==> src/rtl/fphub_sqrt_seq.sv <==
// -----------------------------------------------------------------------------
// fphub_sqrt_seq
//
// Sequential square root for HUB-format floating point numbers.
//
// Operand layout: {sign, exp[E-1:0], frac[M-1:0]}. There is an implicit
// leading 1 and an implicit ILSB of 1. There are no subnormals. The root is
// produced by a radix-2 restoring digit recurrence, one root bit per clock.
// Only one operation is in flight at a time.
//
// Ports
//   clk        rising-edge clock
//   rst        synchronous, active-high reset
//   start      operation request, accepted only while idle
//   x          operand, captured together with an accepted start
//   res        result, updated with finish and held until the next finish
//   finish     one-cycle completion pulse
//   computing  high while an operation is in flight
//   invalid    invalid-operation flag, updated with finish and held with res
//
// Timing, counting from the edge that accepts start:
//   special operands (zero, inf, NaN, negative) : finish one cycle later
//   normal operands                             : finish M+3 cycles later
// A start presented in the finish cycle is accepted, so back-to-back
// throughput is M+4 cycles.
// -----------------------------------------------------------------------------
module fphub_sqrt_seq #(
    parameter int M = 23,
    parameter int E = 8
) (
    input  logic         clk,
    input  logic         rst,
    input  logic         start,
    input  logic [M+E:0] x,
    output logic [M+E:0] res,
    output logic         finish,
    output logic         computing,
    output logic         invalid
);

    localparam int BIAS = 2**(E-1) - 1;
    localparam int T    = M + E;
    // Partial remainder width: the remainder never exceeds twice the partial
    // root, so M+3 magnitude bits plus a sign bit cover every trial.
    localparam int RW   = M + 4;
    // Radicand width: the significand scaled so the root is an M+1 bit integer.
    localparam int NW   = 2*M + 2;
    localparam int CW   = $clog2(M + 2);

    typedef enum logic [1:0] {
        S_IDLE   = 2'd0,
        S_UNPACK = 2'd1,
        S_ITER   = 2'd2,
        S_PACK   = 2'd3
    } state_t;

    // -------------------------------------------------------------------------
    // Helper functions
    // -------------------------------------------------------------------------

    // Result for operands that bypass the recurrence.
    function automatic logic [T:0] f_special_res(
        input logic i_sign,
        input logic i_zero,
        input logic i_inf_pos
    );
        logic [T:0] v;
        if (i_zero) begin
            v = {i_sign, {T{1'b0}}};
        end else if (i_inf_pos) begin
            v = {1'b0, {E{1'b1}}, {M{1'b0}}};
        end else begin
            v = {1'b0, {E{1'b1}}, 1'b1, {(M-1){1'b0}}};
        end
        return v;
    endfunction

    // Truncating the root is the whole rounding step: the implicit ILSB of the
    // HUB result already places the value halfway between the truncated
    // neighbours, which gives round-to-nearest.
    function automatic logic [T:0] f_pack_normal(
        input logic [E-1:0] i_exp,
        input logic [M-1:0] i_root_frac
    );
        return {1'b0, i_exp, i_root_frac};
    endfunction

    // -------------------------------------------------------------------------
    // Registers
    // -------------------------------------------------------------------------
    state_t                r_state;
    state_t                w_state_next;

    logic [T:0]            r_x;
    logic [NW-1:0]         r_rad;
    logic signed [RW-1:0]  r_rem;
    logic [M:0]            r_q;
    logic [CW-1:0]         r_cnt;
    logic [E-1:0]          r_exp;
    logic [T:0]            r_res;
    logic                  r_finish;
    logic                  r_invalid;

    // -------------------------------------------------------------------------
    // Operand classification (from the captured operand)
    // -------------------------------------------------------------------------
    logic                  w_sign;
    logic [E-1:0]          w_exp;
    logic [M-1:0]          w_frac;
    logic                  w_zero;
    logic                  w_exp_max;
    logic                  w_inf;
    logic                  w_nan;
    logic                  w_special;
    logic                  w_spec_invalid;
    logic [T:0]            w_spec_res;

    assign w_sign    = r_x[T];
    assign w_exp     = r_x[T-1:M];
    assign w_frac    = r_x[M-1:0];
    assign w_zero    = (w_exp == '0);
    assign w_exp_max = (w_exp == {E{1'b1}});
    assign w_inf     = w_exp_max && (w_frac == '0);
    assign w_nan     = w_exp_max && (w_frac != '0);

    // Any negative non-zero operand, including -inf, is invalid.
    assign w_special      = w_zero || w_inf || w_nan || w_sign;
    assign w_spec_invalid = !w_zero && !(w_inf && !w_sign);
    assign w_spec_res     = f_special_res(w_sign, w_zero, w_inf && !w_sign);

    // -------------------------------------------------------------------------
    // Unpack of a normal operand
    // -------------------------------------------------------------------------
    // Unbiased exponent u = exp - BIAS. BIAS is odd, so u is odd exactly when
    // exp is even; in that case the radicand is doubled and u drops by one.
    logic                  w_u_odd;
    logic [M+1:0]          w_sig;
    logic [NW-1:0]         w_rad_init;
    logic [E-1:0]          w_exp_res;

    assign w_u_odd = ~w_exp[0];
    assign w_sig   = {1'b1, w_frac, 1'b1};

    // Scaling so that isqrt(radicand) = floor(sqrt(value) * 2^M).
    assign w_rad_init = w_u_odd ? {w_sig, {M{1'b0}}}
                                : {1'b0, w_sig, {(M-1){1'b0}}};

    // (u_adj / 2) + BIAS rewritten without a signed intermediate:
    //   exp odd : (exp + BIAS) / 2     = exp[E-1:1] + (BIAS+1)/2
    //   exp even: (exp + BIAS - 1) / 2 = exp[E-1:1] + (BIAS+1)/2 - 1
    assign w_exp_res = {1'b0, w_exp[E-1:1]}
                     + E'((BIAS + 1) / 2)
                     - E'(w_u_odd);

    // -------------------------------------------------------------------------
    // One restoring recurrence step
    // -------------------------------------------------------------------------
    logic signed [RW-1:0]  w_rem_sh;
    logic signed [RW-1:0]  w_sub;
    logic signed [RW-1:0]  w_trial;
    logic                  w_bit;
    logic signed [RW-1:0]  w_rem_next;
    logic [M:0]            w_q_next;

    // Bring down the next two radicand bits and try subtracting 4q+1.
    assign w_rem_sh   = (r_rem <<< 2)
                      | $signed({{(RW-2){1'b0}}, r_rad[NW-1:NW-2]});
    assign w_sub      = $signed({1'b0, r_q, 2'b01});
    assign w_trial    = w_rem_sh - w_sub;
    assign w_bit      = ~w_trial[RW-1];
    assign w_rem_next = w_bit ? w_trial : w_rem_sh;
    assign w_q_next   = {r_q[M-1:0], w_bit};

    // -------------------------------------------------------------------------
    // FSM: state register
    // -------------------------------------------------------------------------
    always_ff @(posedge clk) begin
        if (rst) begin
            r_state <= S_IDLE;
        end else begin
            r_state <= w_state_next;
        end
    end

    // -------------------------------------------------------------------------
    // FSM: next-state logic
    // -------------------------------------------------------------------------
    always_comb begin
        w_state_next = r_state;
        case (r_state)
            S_IDLE: begin
                if (start) begin
                    w_state_next = S_UNPACK;
                end
            end
            S_UNPACK: begin
                w_state_next = w_special ? S_IDLE : S_ITER;
            end
            S_ITER: begin
                // M+1 iterations, r_cnt runs 0..M.
                if (r_cnt == CW'(M)) begin
                    w_state_next = S_PACK;
                end
            end
            S_PACK: begin
                w_state_next = S_IDLE;
            end
            default: begin
                w_state_next = S_IDLE;
            end
        endcase
    end

    // -------------------------------------------------------------------------
    // FSM: output logic
    // -------------------------------------------------------------------------
    logic w_computing;

    always_comb begin
        w_computing = 1'b0;
        if (r_state != S_IDLE) begin
            w_computing = 1'b1;
        end
    end

    // -------------------------------------------------------------------------
    // Datapath registers
    // -------------------------------------------------------------------------
    always_ff @(posedge clk) begin
        if (rst) begin
            r_x       <= '0;
            r_rad     <= '0;
            r_rem     <= '0;
            r_q       <= '0;
            r_cnt     <= '0;
            r_exp     <= '0;
            r_res     <= '0;
            r_finish  <= 1'b0;
            r_invalid <= 1'b0;
        end else begin
            r_finish <= 1'b0;
            case (r_state)
                S_IDLE: begin
                    if (start) begin
                        r_x <= x;
                    end
                end
                S_UNPACK: begin
                    if (w_special) begin
                        r_res     <= w_spec_res;
                        r_invalid <= w_spec_invalid;
                        r_finish  <= 1'b1;
                    end else begin
                        r_rad <= w_rad_init;
                        r_rem <= '0;
                        r_q   <= '0;
                        r_cnt <= '0;
                        r_exp <= w_exp_res;
                    end
                end
                S_ITER: begin
                    r_rad <= r_rad << 2;
                    r_rem <= w_rem_next;
                    r_q   <= w_q_next;
                    r_cnt <= r_cnt + CW'(1);
                end
                S_PACK: begin
                    // Q lies in [2^M, 2^(M+1)): the result is already
                    // normalised and Q[M] is the implicit leading one.
                    r_res     <= f_pack_normal(r_exp, r_q[M-1:0]);
                    r_invalid <= 1'b0;
                    r_finish  <= 1'b1;
                end
                default: begin
                end
            endcase
        end
    end

    assign res       = r_res;
    assign finish    = r_finish;
    assign invalid   = r_invalid;
    assign computing = w_computing;

endmodule

==> config.mk <==
export PLATFORM = sky130hd
export DESIGN_NAME = fphub_sqrt_seq
export DESIGN_NICKNAME = d
export VERILOG_FILES = /design/src/rtl/fphub_sqrt_seq.sv
export SDC_FILE = /design/constraint.sdc
export NUM_CORES = 1
export LEC_CHECK = 0
export ABC_AREA = 1
export ABC_CLOCK_PERIOD_IN_PS = 2700
export CAP_MARGIN = 20
export CORE_ASPECT_RATIO = 1.5
export CORE_MARGIN = 5
export CORE_UTILIZATION = 59
export DETAILED_ROUTE_END_ITERATION = 12
export PLACE_DENSITY = 0.81
export REMOVE_ABC_BUFFERS = 1
export SLEW_MARGIN = 20
export SYNTH_ARGS = -nofsm -noshare
export SYNTH_HDL_FRONTEND = slang
export SYNTH_SLANG_ARGS = --single-unit
export TNS_END_PERCENT = 30
==> constraint.sdc <==
create_clock -name clk -period 2.7 [get_ports clk]
set_input_delay 0.405 -clock clk [delete_from_list [all_inputs] [get_ports clk]]
set_output_delay 0.405 -clock clk [all_outputs]
set_load 0.005 [all_outputs]
==> run_results.csv <==
group,metric,value,unit
run_status,status,"finished clean",
floorplan,die_h,158,um
worst_setup_path,worstRegToRegCells,13,
logic_synthesis,async_flop_share,0,%
logic_synthesis,synth_top_area_share,36.5,%
finish,fillers,1248,
clock_tree,post_cts_buffers,0,
detailed_routing,drc_errors,0,
detailed_routing,drtIter0Drc,424,
logic_synthesis,synth_warnings,0,
worst_setup_path,cp-start-kind,"flop",
placed_design,dp_hpwl,15500,um
floorplan,die_w,108,um
worst_setup_path,cp_max_fo,5,
finish,drive_above_1_share,6.56,%
logic_synthesis,synth.distinct_cells,37,
run,maxCapViolCount,0,
min_path,worst_hold_path.num_cells,2,
worst_setup_path,critPathCaptureType,"flop",
timing,worst_pin_slew,635,ps
worst_setup_path,critPathArrivalTime,2710,ps
timing,fin_crit_sh,87.3,%
worst_setup_path,r2r_end,"r_rem[19]",
finish,seq_area,0.00312,mm^2
clock_tree,cts.hold.buffers_added,0,
floorplan,die_area,0.0171,mm^2
logic_synthesis,yosys-top-cells-count,"nand2_1 (368), inv_1 (198), dfxtp_1 (156), a21oi_1 (143), o21ai_0 (75)",
detailed_routing,wirelength,22300,um
worst_setup_path,r2r_slack,340,ps
min_path,worstHoldEndpoint,"res[9]",
worst_setup_path,reg2reg_from,"r_q[8]",
placed_design,gp_congestion,0.987,
timing,skew,14.5,ps
global_route,grt_max_degree,92,
detailed_routing,wl_per_cell,14.3,um
global_route,grt_pass1_vias,8160,
logic_synthesis,syn_inst,1288,
clock_tree,cts.sinks,156,
timing,hold_ws,459,ps
clock_tree,clk_latency,430,ps
logic_synthesis,synth_area_per_cell,6.65,um^2
timing,relSlewSlack,57.6,%
global_route,grt_util_all_layers,26.8,%
logic_synthesis,synth_area_leaders,"dfxtp_1 (36%), nand2_1 (16%), inv_1 (8.7%)",
clock_tree,path_clk_slew,70,ps
logic_synthesis,synth_edf_count,0,
finish,final_nets,1419,
floorplan,rows,54,
clock_tree,cts_buffer_depth,2,
timing,fmax,0.424,GHz
timing,grt_setup_unrepaired,"no",
clock_tree,cts_tree,"yes",
detailed_routing,drt_pass1_iterations,9,
finish,area_delta_synth_final,17.2,%
detailed_routing,vias,8407,
min_path,holdCritPathClass,"reg2reg",
clock_tree,cts_buffers,17,
clock_tree,cts.htree.levels,4,
logic_synthesis,synth_top_area_cell,"dfxtp_1",
detailed_routing,drtAntennaViolNets,0,
clock_tree,root_buffer,"clkbuf_16",
min_path,hp-start,"res[9]",
global_route,grt_first_pass_wirelength,36900,um
clock_tree,cts-resized-gates,0,
finish,multi_input_area,0.00443,mm^2
floorplan,num_io_pins,70,
logic_synthesis,synth_ff_type,"dfxtp_1",
detailed_routing,via_per_inst,5.42,
timing,maxSlewViolCount,0,
worst_setup_path,worstSetupPathType,"reg2reg",
timing,hold_violations,0,
logic_synthesis,yosysSeqAreaShare,36.5,%
logic_synthesis,synth_most_common_cell,"nand2_1",
global_route,overflow,0,
timing,setup_viol,0,
floorplan,initial_core_util,59.5,%
logic_synthesis,synth_area,0.00856,mm^2
worst_setup_path,required,3050,ps
global_route,antenna_found_initial,0,
timing,min_period,2360,ps
placed_design,io_buffers,69,
floorplan,coreArea,0.0144,mm^2
finish,diodes,0,
logic_synthesis,ys_seq_elements,156,
critical path, stage by stage (launching register included):
cell      delay, ps
dfxtp_1         390
inv_1            60
ha_1            350
nand2_1         170
nor2_1          380
nand2_1          90
nand3b_1        260
nand3_1         140
nand2_1          70
nand2_1          60
inv_1            40
nand2_1          60
nand3_1          60
a21oi_1         140
through the flow:
stage	TNS [ps]	cell area [um^2]	setup WS, ps	instances	utilization, %
2_1_floorplan	-730	8310	-81.8	1233	-
4_1_cts	0	10000	378	1552	69.7
3_3_place_gp	0	9470	444	1520	65.8
5_1_grt	0	10000	168	1552	69.7
6_report	0	10000	342	1552	69.7
3_5_place_dp	0	9470	403	1520	65.8
layout by cell type, fill, tap and decap left out, types with 2 or more instances in the layout:
cell / n
buf_4: 17
clkbuf_16: 17
nand3_1: 70
nor2_4: 2
nand3_2: 5
a31oi_1: 11
ha_1: 40
nand4_1: 13
clkinvlp_4: 3
o221ai_1: 3
o21bai_1: 4
inv_8: 4
a21oi_1: 143
a221oi_1: 12
o21ai_0: 75
nor2_2: 3
a21o_1: 2
nor4_1: 4
a211oi_1: 4
o22ai_1: 6
nand2_1: 368
inv_1: 197
clkinv_4: 2
nand2_2: 11
nand3b_1: 3
nor3_1: 6
dfxtp_1: 156
xor2_1: 7
xnor2_1: 6
nor2_1: 66
inv_6: 4
clkdlybuf4s50_1: 68
a21oi_2: 5
buf_12: 5
inv_2: 5
metal layers:
layer	GRT usage [%]	share of wire, %	up-vias
met4	15.8	5.1	0
met1	28.2	38	3846
met3	4.88	4.1	95
li1	-	-	4234
met2	49.2	53	232
met5	0	0	-
logic make-up (layout without fill, tap and decap cells):
family,after synthesis,count (layout),synth area share [%]
adders and majority gates,41,41,6.08
and+or+nand+nor,555,555,27.4
xor gates and xnor gates,13,13,1.33
buffers and inverters,257,325,11.7
AOI/OAI and AO/OA,266,266,17.0
DFF,156,156,36.5
registers in the layout, indices dropped and copies added, names as in the netlist, named ones only:
signal	cells
r_x	32
res	32
r_rem	25
r_q	24
invalid	1
r_cnt	5
r_rad	26
r_exp	8
finish	1
r_state	1
worst max-delay path by stage:
stage | from | end | slack (ps) | depth (start not counted)
global route | r_q[7] | r_rem[19] | 170 | 13
global placement | r_q[8] | r_rem[1] | 440 | 14
CTS | r_q[8] | r_rem[1] | 380 | 14
floorplan | r_state[0] | r_rad[32] | -80 | 8
finish | r_q[8] | r_rem[19] | 340 | 13
detailed placement | r_q[8] | r_rem[1] | 400 | 14
layout make-up:
type | count | area share, %
well taps | 196 | 2.44
flip-flops and latches | 156 | 31.1
multi-input cells | 875 | 44.2
repair buffers | 91 | 9.10
clock inverters | 13 | 1.20
inverters | 202 | 7.56
clock buffers | 19 | 4.41
Power is left out: the tool's default activity adds up to more than one toggle a clock period on the data nets, which glitch-free logic cannot reach.
